===== src/rtl/exu_result_arbiter_pkg.sv =====
// Shared types for the execution-stage writeback collector.
package exu_result_arbiter_pkg;

  localparam int unsigned NumFu = 4;

  typedef logic [$clog2(NumFu)-1:0] fu_id_t;

  typedef struct packed {
    logic [31:0] pc;
    logic [4:0]  rd;
    logic        rd_we;
  } instr_packet_t;

endpackage


===== src/rtl/exu_result_arbiter_result_fifo.sv =====
// Per-channel result FIFO: packet+result payload, occupancy count and synchronous clear.
module result_fifo #(
  parameter int unsigned WIDTH = 8,
  parameter int unsigned DEPTH = 4
) (
  input  logic                    clk,
  input  logic                    rst,
  input  logic                    clear,
  input  logic                    push,
  input  logic                    pop,
  input  logic [WIDTH-1:0]        wdata,
  output logic [WIDTH-1:0]        rdata,
  output logic [$clog2(DEPTH):0]  count,
  output logic                    full,
  output logic                    empty
);

  localparam int unsigned PtrW = $clog2(DEPTH);
  localparam logic [PtrW:0]   CntFull = (PtrW + 1)'(DEPTH);
  localparam logic [PtrW:0]   CntOne  = (PtrW + 1)'(1);
  localparam logic [PtrW-1:0] PtrOne  = PtrW'(1);

  logic [WIDTH-1:0] mem [DEPTH];
  logic [PtrW-1:0]  wr_ptr;
  logic [PtrW-1:0]  rd_ptr;
  logic             do_push;
  logic             do_pop;

  assign full    = (count == CntFull);
  assign empty   = (count == '0);
  assign do_push = push & ~full;
  assign do_pop  = pop & ~empty;
  assign rdata   = mem[rd_ptr];

  always_ff @(posedge clk) begin
    if (rst || clear) begin
      wr_ptr <= '0;
      rd_ptr <= '0;
      count  <= '0;
    end else begin
      if (do_push) wr_ptr <= wr_ptr + PtrOne;
      if (do_pop)  rd_ptr <= rd_ptr + PtrOne;
      // Simultaneous push and pop leaves the count unchanged.
      case ({do_push, do_pop})
        2'b10:   count <= count + CntOne;
        2'b01:   count <= count - CntOne;
        default: count <= count;
      endcase
    end
  end

  always_ff @(posedge clk) begin
    if (do_push) mem[wr_ptr] <= wdata;
  end

endmodule


===== src/rtl/exu_result_arbiter.sv =====
// Round-robin writeback collector over per-unit result FIFOs with grant lock and flush.
// Define RESULT_BYPASS_EN to let an empty channel's incoming result win in the same cycle.
module exu_result_arbiter
  import exu_result_arbiter_pkg::*;
#(
  parameter int unsigned XLEN       = 32,
  parameter int unsigned NUM_FU     = NumFu,
  parameter int unsigned FIFO_DEPTH = 4
) (
  input  logic                           clk_i,
  input  logic                           rst_i,
  input  logic                           flush_i,
  input  logic [NUM_FU-1:0]              fu_valid_i,
  input  logic [NUM_FU-1:0][XLEN-1:0]    fu_result_i,
  input  instr_packet_t [NUM_FU-1:0]     fu_packet_i,
  output logic [NUM_FU-1:0]              fu_ready_o,
  output logic                           wb_valid_o,
  output logic [XLEN-1:0]                wb_result_o,
  output instr_packet_t                  wb_packet_o,
  output logic [$clog2(NUM_FU)-1:0]      wb_fu_id_o,
  input  logic                           wb_ready_i,
  output logic [NUM_FU-1:0]              fifo_full_o
);

  localparam int unsigned IdW  = $clog2(NUM_FU);
  localparam int unsigned PayW = $bits(instr_packet_t) + XLEN;
  localparam int unsigned CntW = $clog2(FIFO_DEPTH) + 1;
  localparam logic [CntW-1:0] CntFull = CntW'(FIFO_DEPTH);

  logic [NUM_FU-1:0]           full;
  logic [NUM_FU-1:0]           empty;
  logic [NUM_FU-1:0]           push;
  logic [NUM_FU-1:0]           pop;
  logic [NUM_FU-1:0]           req;
  logic [NUM_FU-1:0][PayW-1:0] head;
  logic [NUM_FU-1:0][PayW-1:0] cand;
  logic [NUM_FU-1:0][CntW-1:0] count;
  logic [PayW-1:0]             payload;

  logic           lock_q;
  logic [IdW-1:0] lock_id_q;
  logic [IdW-1:0] rr_ptr_q;
  logic [IdW-1:0] winner;
  logic [IdW-1:0] sel;
  logic [IdW-1:0] next_ptr;
  logic           any_req;
  logic           handshake;

`ifdef RESULT_BYPASS_EN
  logic [NUM_FU-1:0] bypass;

  always_comb begin
    bypass = '0;
    for (int k = 0; k < NUM_FU; k++) begin
      bypass[k] = empty[k] & fu_valid_i[k] & ~lock_q & ~flush_i;
    end
  end
`endif

  always_comb begin
    req  = '0;
    cand = head;
    for (int k = 0; k < NUM_FU; k++) begin
`ifdef RESULT_BYPASS_EN
      req[k] = ~empty[k] | bypass[k];
      if (empty[k]) cand[k] = {fu_packet_i[k], fu_result_i[k]};
`else
      req[k] = ~empty[k];
`endif
    end
  end

  // Scan offsets high to low so the smallest offset from rr_ptr wins.
  always_comb begin
    winner  = rr_ptr_q;
    any_req = 1'b0;
    sel     = '0;
    if (lock_q) begin
      winner  = lock_id_q;
      any_req = 1'b1;
    end else begin
      for (int i = NUM_FU - 1; i >= 0; i--) begin
        sel = IdW'((32'(rr_ptr_q) + 32'(i)) % NUM_FU);
        if (req[sel]) begin
          winner  = sel;
          any_req = 1'b1;
        end
      end
    end
  end

  assign handshake = any_req & wb_ready_i;
  assign next_ptr  = (32'(winner) == NUM_FU - 1) ? '0 : winner + IdW'(1);
  assign payload   = any_req ? cand[winner] : '0;
  assign {wb_packet_o, wb_result_o} = payload;
  assign wb_valid_o  = any_req;
  assign wb_fu_id_o  = any_req ? winner : '0;
  assign fifo_full_o = full;

  always_comb begin
    push       = '0;
    pop        = '0;
    fu_ready_o = '0;
    for (int k = 0; k < NUM_FU; k++) begin
      fu_ready_o[k] = (count[k] != CntFull);
      pop[k]        = handshake & (winner == IdW'(k)) & ~empty[k];
      push[k]       = fu_valid_i[k] & fu_ready_o[k] & ~flush_i;
`ifdef RESULT_BYPASS_EN
      // A bypassed result accepted this cycle never enters its FIFO.
      if (bypass[k] && handshake && winner == IdW'(k)) push[k] = 1'b0;
`endif
    end
  end

  always_ff @(posedge clk_i) begin
    if (rst_i || flush_i) begin
      rr_ptr_q  <= '0;
      lock_q    <= 1'b0;
      lock_id_q <= '0;
    end else begin
      lock_q    <= any_req & ~wb_ready_i;
      lock_id_q <= winner;
      if (handshake) rr_ptr_q <= next_ptr;
    end
  end

  for (genvar k = 0; k < NUM_FU; k++) begin : g_fifo
    result_fifo #(
      .WIDTH(PayW),
      .DEPTH(FIFO_DEPTH)
    ) u_fifo (
      .clk  (clk_i),
      .rst  (rst_i),
      .clear(flush_i),
      .push (push[k]),
      .pop  (pop[k]),
      .wdata({fu_packet_i[k], fu_result_i[k]}),
      .rdata(head[k]),
      .count(count[k]),
      .full (full[k]),
      .empty(empty[k])
    );
  end

`ifdef ASSERTIONS
  no_push_while_full: assert property (@(posedge clk_i) disable iff (rst_i || flush_i)
    (fu_valid_i & ~fu_ready_o) == '0)
    else $error("result dropped: fu_valid_i asserted while channel full");
`endif

endmodule


===== config.mk =====
export PLATFORM = sky130hd
export DESIGN_NAME = exu_result_arbiter
export DESIGN_NICKNAME = d
export VERILOG_FILES = /design/src/rtl/exu_result_arbiter_pkg.sv /design/src/rtl/exu_result_arbiter_result_fifo.sv /design/src/rtl/exu_result_arbiter.sv
export SDC_FILE = /design/constraint.sdc
export NUM_CORES = 1
export LEC_CHECK = 0
export CORE_ASPECT_RATIO = 1.75
export CORE_MARGIN = 8
export CORE_UTILIZATION = 58
export CTS_CLUSTER_SIZE = 20
export DETAILED_ROUTE_END_ITERATION = 10
export GPL_TIMING_DRIVEN = 0
export HOLD_SLACK_MARGIN = 0.1
export PLACE_DENSITY = 0.81
export SYNTH_ARGS = -nofsm -noshare
export SYNTH_HDL_FRONTEND = slang
export SYNTH_SLANG_ARGS = --single-unit

===== constraint.sdc =====
create_clock -name clk_i -period 3.56 [get_ports clk_i]
set_input_delay 0.712 -clock clk_i [delete_from_list [all_inputs] [get_ports clk_i]]
set_output_delay 0.712 -clock clk_i [all_outputs]
set_load 0.01 [all_outputs]

Yosys cells after proc, flatten, opt, wreduce, memory -nomap -nowiden
Memories as Yosys holds them, arrays and structs flattened. A register that Yosys moved wholly into a read port is not among the register bits.
Cells that the tools add are included.
{ "word_totals": {"ff_bits": 33, "ram_bits": 1120, "in_bits": 288, "n_memories": 4} }
{ "op_classes": {"n_addsub": 20, "n_lt_le_gt_ge": 5, "n_eq_ne": 19, "mux": 43, "bitwise_logic": 36, "n_reduce_logical": 10} }
{ "memory_table": {"columns": ["name", "words", "word_bits", "rd", "rd_ports_with_merged_regs", "write_ports", "line_no", "source"], "rows": [
  ["g_fifo[0].u_fifo.mem", 4, 70, 1, 1, 1, "exu_result_arbiter_result_fifo.sv:23", "logic [WIDTH-1:0] mem [DEPTH];"],
  ["g_fifo[1].u_fifo.mem", 4, 70, 1, 1, 1, "exu_result_arbiter_result_fifo.sv:23", null],
  ["g_fifo[2].u_fifo.mem", 4, 70, 1, 1, 1, "exu_result_arbiter_result_fifo.sv:23", null],
  ["g_fifo[3].u_fifo.mem", 4, 70, 1, 1, 1, "exu_result_arbiter_result_fifo.sv:23", null]
]} }
{ "op_table": {"columns": ["operator", "count"], "rows": [
  ["70-bit binary-select mux with 2-bit select", 1],
  ["70-bit two-way mux", 2],
  ["2-bit two-way mux", 15],
  ["1-bit AND", 26],
  ["3-bit case mux with 2 select lines", 4],
  ["2-bit by 1-bit adder with 2-bit output (second input constant)", 10],
  ["1-bit two-way mux", 17],
  ["2-bit by 3-bit less-than comparator with 1-bit output (second input constant)", 5],
  ["3-bit by 1-bit adder with 3-bit output (second input constant)", 4],
  ["2-bit == test (second input constant)", 6],
  ["3-bit == test (second input constant)", 4],
  ["3-bit logical NOT", 4],
  ["3-bit != test (second input constant)", 4],
  ["3-bit by 1-bit subtractor with 3-bit output (second input constant)", 4],
  ["2-bit by 1-bit == test with 1-bit output (second input constant)", 5],
  ["1-bit inverter", 10],
  ["1-bit binary-select mux with 2-bit select", 4],
  ["2-bit nonzero test", 4],
  ["2-bit adder (second input constant)", 2],
  ["2-bit logical NOT", 1],
  ["1-bit logical OR", 1]
]} }

Depth between registers and ports, before layout
Gate-level depths: netlist (run 1).
{ "depth": {"word_depth": 15, "ltp_mapped": 15, "mapped_depth_nobuf": 14} }

Cells and area by module
A second synthesis (run 1) with hierarchy kept.
{ "hier_totals": {"cells_unflattened": 2500, "area_unflattened_um2": 47569.4} }
{ "modules_own_cells": {"columns": ["module", "n_inst", "cells_per_inst", "area_each_um2", "seq_area_each_um2"], "rows": [
  ["result_fifo", 4, 422, 10547.6, 8588.2],
  ["exu_result_arbiter", 1, 812, 5378.9, 100.1]
]} }

Worst setup path before layout (run 1)
Ideal clock, no wire load.
{ "synth_path": {"path_type": "register to register", "start": "register g_fifo[0].u_fifo.count[2]", "end": "register g_fifo[3].u_fifo.count[2]", "setup_ns": 0.070, "arrival_ns": 3.223, "t_required_ns": 3.490, "path_slack_ns": 0.266, "stages_incl_launch_ff": 16, "path_buffers": 3, "path_cell_list": "dfxtp_1 -> or3_1 -> a221oi_1 -> o221a_2 -> buf_6 -> buf_8 -> buf_6 -> ha_1 -> nand2_1 -> nor2_1 -> ha_1 -> inv_1 -> fa_1 -> xor2_1 -> or3_1 -> a21oi_1"} }
{ "synth_between": {"elab_chain_len": 15, "elab_cells_between_ends": 29, "classes_between": "eq/ne (3); mux (19); bitwise (5); reduce/logical (2)"} }
{ "synth_lines": {"columns": ["element", "line_no", "source"], "rows": [
  ["start, declared", "exu_result_arbiter_result_fifo.sv:13", "output logic [$clog2(DEPTH):0] count,"],
  ["start signal, assigned", "exu_result_arbiter_result_fifo.sv:45", "2'b10: count <= count + CntOne;"],
  ["start signal, assigned", "exu_result_arbiter_result_fifo.sv:46", "2'b01: count <= count - CntOne;"],
  ["start signal, assigned", "exu_result_arbiter_result_fifo.sv:47", "default: count <= count;"],
  ["3-bit logical NOT *", "exu_result_arbiter_result_fifo.sv:30", "assign empty = (count == '0);"],
  ["1-bit inverter *", "exu_result_arbiter.sv:68", "req[k] = ~empty[k];"],
  ["1-bit binary-select mux with 2-bit select", "exu_result_arbiter.sv:84", "if (req[sel]) begin"],
  ["1-bit two-way mux (implied by the code)", "exu_result_arbiter.sv:84", null],
  ["2-bit two-way mux or 1-bit two-way mux (tied branches) (4 in a row)", "exu_result_arbiter.sv:84", null],
  ["2-bit two-way mux or 1-bit two-way mux (tied branches)", "exu_result_arbiter.sv:78", "if (lock_q) begin"],
  ["2-bit == test or 1-bit AND (tied branches)", "exu_result_arbiter.sv:106, exu_result_arbiter.sv:92", null],
  ["1-bit AND * (2 in a row)", "exu_result_arbiter.sv:106", "pop[k] = handshake & (winner == IdW'(k)) & ~empty[k];"],
  ["1-bit AND *", "exu_result_arbiter_result_fifo.sv:32", "assign do_pop = pop & ~empty;"],
  ["net g_fifo[3].u_fifo.do_pop", "exu_result_arbiter_result_fifo.sv:27", "logic do_pop;"],
  ["2-bit by 1-bit == test with 1-bit output or 2-bit == test (tied branches)", "exu_result_arbiter_result_fifo.sv:44", "case ({do_push, do_pop})"],
  ["3-bit case mux with 2 select lines or 2-bit nonzero test (tied branches)", null, null],
  ["end signal, assigned", "exu_result_arbiter_result_fifo.sv:45", null],
  ["end signal, assigned", "exu_result_arbiter_result_fifo.sv:46", null],
  ["end signal, assigned", "exu_result_arbiter_result_fifo.sv:47", null],
  ["end, declared", "exu_result_arbiter_result_fifo.sv:13", null]
]} }
The timed path passes the listed nets; every way through them passes the cells marked *. The select of a mux whose other input is x is not followed.
A chain may end at the register's enable or synchronous reset.

==> results of run 1 <==
[flip-flops by register name (all words and copies together) (netlist names), named ones only]
signal and flops:
g_fifo.u_fifo.count 12, lock_id_q 2, lock_q 1, g_fifo.u_fifo.wr_ptr 8, g_fifo.u_fifo.mem 1120, rr_ptr_q 2
g_fifo.u_fifo.rd_ptr 8
[final timing paths]
path,from,end,slack (ps),cells past startpoint
worst max-delay path,g_fifo[2].u_fifo.count[2]$_SDFFE_PP0P_,wb_packet_o[32],-470,10
worst min-delay path,g_fifo[0].u_fifo.count[2]$_SDFFE_PP0P_,g_fifo[0].u_fifo.count[2]$_SDFFE_PP0P_,520,2
worst max register to register,g_fifo[2].u_fifo.count[2]$_SDFFE_PP0P_,g_fifo[3].u_fifo.count[2]$_SDFFE_PP0P_,-240,16
worst min register to register,g_fifo[0].u_fifo.count[2]$_SDFFE_PP0P_,g_fifo[0].u_fifo.count[2]$_SDFFE_PP0P_,520,2
[report_power, final]
part	switching (W)	leakage, nW	internal (W)
Clock	0.00482	1.46	0.00547
Combinational	0.00147	5.46	0.00145
Sequential	0.0000703	10.5	0.0152
[Yosys cell counts (2+ instances only)]
library cell | number | area share
buf_4 | 9 | 0.0015
buf_6 | 2 | 0.00051
xnor2_1 | 6 | 0.0012
nor3_1 | 2 | 0.00022
ha_1 | 21 | 0.0059
o21ai_0 | 7 | 0.00079
nand2_1 | 23 | 0.0019
a31o_1 | 2 | 0.00039
nor4_1 | 2 | 0.00028
nor2_1 | 38 | 0.0032
edfxtp_1 | 1120 | 0.76
xor2_1 | 9 | 0.0018
and3_1 | 2 | 0.00028
and2_1 | 18 | 0.0025
buf_1 | 7 | 0.00059
mux4_2 | 280 | 0.14
nand3_1 | 5 | 0.00056
buf_8 | 5 | 0.0017
inv_1 | 32 | 0.0027
or3_1 | 7 | 0.00098
clkbuf_4 | 4 | 0.00067
nor3_2 | 4 | 0.00090
a31oi_1 | 2 | 0.00028
a21oi_1 | 16 | 0.0018
inv_2 | 2 | 0.00017
fa_1 | 4 | 0.0018
mux2i_1 | 142 | 0.032
clkbuf_1 | 76 | 0.0064
o22ai_1 | 70 | 0.0098
dfxtp_1 | 41 | 0.018
[through the flow]
stage | instance area, sq um | setup WS (ps)
after floorplan | 44500 | 266
after global placement | 49500 | -2030
after detailed placement | 50000 | -1010
after CTS | 54900 | -470
after global routing | 55500 | -525
final | 55500 | -466
[worst min-delay path, delay by kind of cell, from the launching register on]
| kind | cells | cell delay [ps] |
|---|---|---|
| AO/OA/AOI/OAI | 2 | 140 |
| flip-flops | 1 | 340 |
[metal layers]
layer  up-vias  part of all wire
met3       307             0.095
li1       9443                 -
met5         -            0.0012
met4        22             0.045
met1     12300              0.33
met2      1450              0.52
[area by class of cell]
class / instances / area, sq um
antenna: 25 / 62.6
buffer: 91 / 754
clock buffer: 123 / 2550
clock inverter: 58 / 470
fill: 4220 / 20600
inverter: 34 / 130
multi-input combinational: 676 / 10900
sequential: 1161 / 34500
tap: 1020 / 1280
timing repair buffer: 470 / 4920
[logic make-up after synthesis]
kind of cell             count (synthesis)  share of synthesized area
AO/OA/AOI/OAI                          105                     0.0148
XOR/XNOR                                15                    0.00295
adder cells (fa/ha/maj)                 25                    0.00770
buffers and inverters                  137                     0.0142
flip-flops                            1161                      0.774
multiplexers                           422                      0.174
AND/OR/NAND/NOR                        109                     0.0129
[what timing repair did]
item,4_1_cts,5_1_grt
gates resized for setup,621,111
buffers inserted,56,28
setup endpoints to repair,74,76
gates cloned,7,2
pin swaps,42,34
==> results.py, run 1 <==
metrics = {
    "power": {
        "power.total_w": 0.0285,
        "power_density_nw_per_um2": 513,
        "ir_drop_mv": 0.489,
        "p_leak_nw": 17.4,
    },
    "synthesis": {
        "synth-async-reset-ratio": 0,
        "yosysSeqAreaShare": 0.774,
        "synth_warnings": 0,
        "synthCells": 1974,
        "synth_seq_cells": 1161,
        "synth-edff-count": 1120,
        "ys.flop_type": "edfxtp_1",
        "synthDistinctLibCells": 46,
        "synth_nets": 2287,
        "synth_area_sq_um": 44500,
        "synth.avg_cell_area_sq_um": 22.6,
    },
    "clock_network": {
        "cts_tree": "yes",
        "clkTransAtPathRegs_ps": 70,
        "postCtsHoldBufs": 0,
        "cts-root-buf": "clkbuf_16",
        "clock_sinks": 1161,
        "htree_levels": 3,
        "cts_buffers": 97,
        "clockBufferDepth": 3,
        "insertion_delay_ps": 710,
    },
    "sta": {
        "finalSetupTns_ps": -23280,
        "post-route-period-util": 1.13,
        "fmax_ghz": 0.248,
        "rsz0062_at_grt": "true",
        "layout_min_cycle_time_ps": 4030,
        "drv_slew": 0,
        "fin_skew_ps": 30.6,
        "setup_ws_ps": -466,
        "slew_headroom": 0.417,
        "hold_ws_ps": 521,
        "finalSetupViolCount": 73,
        "worst_slew_pin_slew_ps": 875,
        "finalHoldViolCount": 0,
    },
    "routing": {
        "drt_iter0_drc": 2552,
        "drc": 0,
        "first_pass_iters": 7,
        "post_drt_via_cell_ratio": 6.44,
        "drtAntennaViolNets": 0,
        "num_vias": 23600,
        "post_drt_wl_per_cell_microns": 34.0,
        "totalWireLength_mm": 124,
    },
    "floorplan": {
        "std_cell_rows": 134,
        "die_x_microns": 225,
        "core_area_sq_um": 76100,
        "dieArea_sq_um": 86200,
        "pin_count": 369,
        "die_h_microns": 383,
        "start_util": 0.585,
    },
    "critical_path": {
        "worstSetupPathType": "register to output pin",
        "cp_top_family": "buffers and inverters",
        "cp_common_cell": "buf_12",
        "cp_data_arrival_time_ps": 3310,
        "endpoint_kind": "output pin",
        "critPathSlowestCell": "or3_4",
        "critPathLaunchType": "register",
        "max_stage_delay_ps": 430,
        "cp_cell_sequence": "or3_4 > a221oi_4 > o221a_4 > buf_12 > buf_16 > buf_6 > buf_12 > mux2i_4 > o22ai_2 > buf_2",
        "worst-path-buf-inv": 5,
        "crit_required_ps": 2850,
        "crit_fanout": 6,
    },
    "global_route": {
        "use_met3": 0.0743,
        "grt_use_total": 0.285,
        "grt_pass1_wl_mm": 173,
        "use_met1": 0.334,
        "grt-ovfl-total": 0,
        "grt_pass1_vias": 24800,
        "grt_max_degree": 44,
        "grt_busiest_layer": "met2",
        "grt_antenna_before_repair": 40,
        "grtUsageMet2": 0.490,
    },
    "job": {
        "cap_violations": 0,
    },
    "layout": {
        "layout_common_cells": "1,120 x edfxtp_1, 295 x clkdlybuf4s50_1, 280 x mux4_2",
        "utilization": 0.730,
        "drive_gt1_frac": 0.329,
        "mostFrequentLayoutCell": "edfxtp_1",
        "syn_to_final_growth_pct": 24.8,
        "final_cell_count_no_fill": 3658,
        "fin_nets": 2844,
    },
    "place": {
        "dpl.hpwl_mm": 77.0,
        "place_inst": 3377,
        "io_buffers": 367,
        "gp_congestion": 0.829,
    },
    "status": {
        "outcome": "complete, but fails checks",
        "violations": "setup timing",
    },
    "hold_path": {
        "hp-class": "register to register",
    },
}
Power figures use the tool's default switching activity.
==> inputs of run 2 (changes only) <==
--- a/config.mk
+++ b/config.mk
@@ -8,6 +8,7 @@
 export CORE_ASPECT_RATIO = 1.75
 export CORE_MARGIN = 8
 export CORE_UTILIZATION = 58
+export CTS_CLUSTER_DIAMETER = 200
 export CTS_CLUSTER_SIZE = 20
 export DETAILED_ROUTE_END_ITERATION = 10
 export GPL_TIMING_DRIVEN = 0
==> results.py, run 2 (same netlist as run 1, synthesis figures left out) <==
metrics = {
    "place": {
        "gp_congestion": 0.829,
        "dpl.hpwl_mm": 77.0,
        "placed_cell_area_sq_um": 50000,
        "dp_slack_ps": -1010,
        "io_buffers": 367,
    },
    "global_route": {
        "grt-ovfl-total": 0,
        "grt_antenna_before_repair": 41,
        "grt_pass1_wl_mm": 167,
        "grt_max_degree": 44,
        "grt_use_total": 0.274,
        "grt_pass1_vias": 23900,
    },
    "floorplan": {
        "die_x_microns": 225,
        "pin_count": 369,
        "die_h_microns": 383,
        "dieArea_sq_um": 86200,
        "core_area_sq_um": 76100,
        "start_util": 0.585,
        "std_cell_rows": 134,
    },
    "critical_path": {
        "max_stage_delay_ps": 460,
        "critPathLaunchType": "register",
        "endpoint_kind": "output pin",
        "cp_data_arrival_time_ps": 3260,
        "crit_fanout": 5,
        "critPathSlowestCell": "or3_4",
        "crit_required_ps": 2850,
        "worst-path-buf-inv": 4,
        "cp_top_family": "compound AO/OA/AOI/OAI gates",
        "cp_cell_sequence": "or3_4 > a221oi_4 > o221a_4 > buf_12 > buf_4 > buf_16 > mux2i_4 > o22ai_1 > dlymetal6s2s_1",
        "worstSetupPathType": "register to output pin",
    },
    "routing": {
        "drtAntennaViolNets": 0,
        "totalWireLength_mm": 119,
        "post_drt_wl_per_cell_microns": 33.2,
        "drt_iter0_drc": 2471,
        "first_pass_iters": 5,
        "post_drt_via_cell_ratio": 6.37,
        "drc": 0,
        "num_vias": 22800,
    },
    "sta": {
        "post-route-period-util": 1.12,
        "finalSetupViolCount": 73,
        "finalHoldViolCount": 0,
        "hold_ws_ps": 507,
        "drv_slew": 0,
        "rsz0062_at_grt": "true",
        "layout_min_cycle_time_ps": 3970,
        "setup_ws_ps": -410,
        "slew_headroom": 0.473,
        "fin_skew_ps": 20.7,
        "worst_slew_pin_slew_ps": 791,
        "fmax_ghz": 0.252,
    },
    "power": {
        "power.total_w": 0.0259,
        "power_density_nw_per_um2": 477,
        "ir_drop_mv": 0.560,
        "p_leak_nw": 16.9,
    },
    "clock_network": {
        "clockBufferDepth": 3,
        "cts_buffers": 68,
        "cts-root-buf": "clkbuf_16",
        "cts_tree": "yes",
        "clkTransAtPathRegs_ps": 80,
        "postCtsHoldBufs": 0,
        "insertion_delay_ps": 630,
        "clock_sinks": 1161,
        "htree_levels": 3,
    },
    "layout": {
        "fin_nets": 2820,
        "stdcell_area_sq_um": 54300,
        "syn_to_final_growth_pct": 22.0,
        "drive_gt1_frac": 0.313,
        "largest_register_ff_count": 1120,
        "layout_common_cells": "1,120 x edfxtp_1, 296 x clkdlybuf4s50_1, 280 x mux4_2",
        "top_regs": "g_fifo.u_fifo.mem (1120), g_fifo.u_fifo.count (12)",
        "top_register": "g_fifo.u_fifo.mem",
        "mostFrequentLayoutCell": "edfxtp_1",
    },
    "job": {
        "cap_violations": 0,
    },
    "status": {
        "violations": "setup timing",
        "outcome": "complete, but fails checks",
    },
    "hold_path": {
        "hp-class": "register to register",
    },
}
-- run 2: timing repair --
item | 4_1_cts | 5_1_grt
pin swaps | 43 | 33
setup buffers | 71 | 24
hold endpoints to repair | 0 | 0
setup endpoints to repair | 74 | 75
resized for setup | 635 | 83
cloned | 6 | 1
-- run 2: worst paths after layout --
path	startpoint	endpoint	slack, ps	cells past startpoint
max	g_fifo[0].u_fifo.count[0]$_SDFFE_PP0P_	wb_result_o[15]	-410	9
min	g_fifo[2].u_fifo.rd_ptr[1]$_SDFFE_PP0P_	register	510	2
max reg2reg	g_fifo[0].u_fifo.count[0]$_SDFFE_PP0P_	g_fifo[3].u_fifo.count[2]$_SDFFE_PP0P_	-70	15
min reg2reg	g_fifo[2].u_fifo.rd_ptr[1]$_SDFFE_PP0P_	register	510	2
-- run 2: tightest hold or removal path, stage by stage, from the launching register on --
cell and delay, ps:
dfxtp_1 320, o31ai_1 60, a21oi_1 80
-- run 2: area by class of cell --
cell class | count | area (sq um)
buffer | 89 | 704
antenna | 31 | 77.6
fill | 4402 | 21800
sequential | 1161 | 34500
clock inverter | 6 | 71.3
multi-input combinational | 676 | 10700
clock buffer | 82 | 1800
tap | 1020 | 1280
inverter | 34 | 128
timing repair buffer | 477 | 5050
-- run 2: layer usage --
metal	part of all wire	global-route usage
met1	0.35	0.333
met4	0.041	0.105
met3	0.095	0.0689
met5	0.00098	0
met2	0.52	0.469
-- run 2: report_power, final --
| group | switching, W | internal [W] |
|---|---|---|
| combinational | 0.00143 | 0.00145 |
| sequential | 0.0000654 | 0.0152 |
| clock | 0.00415 | 0.00360 |
-- run 2: per-stage QoR --
stage / instances / setup TNS, ps / util
2_1_floorplan: 1974 / 0 / -
3_3_place_gp: 3361 / -2177150 / 0.650
3_5_place_dp: 3377 / -48930 / 0.656
4_1_cts: 3532 / -20660 / 0.708
5_1_grt: 3559 / -25950 / 0.713
6_report: 3576 / -21840 / 0.714
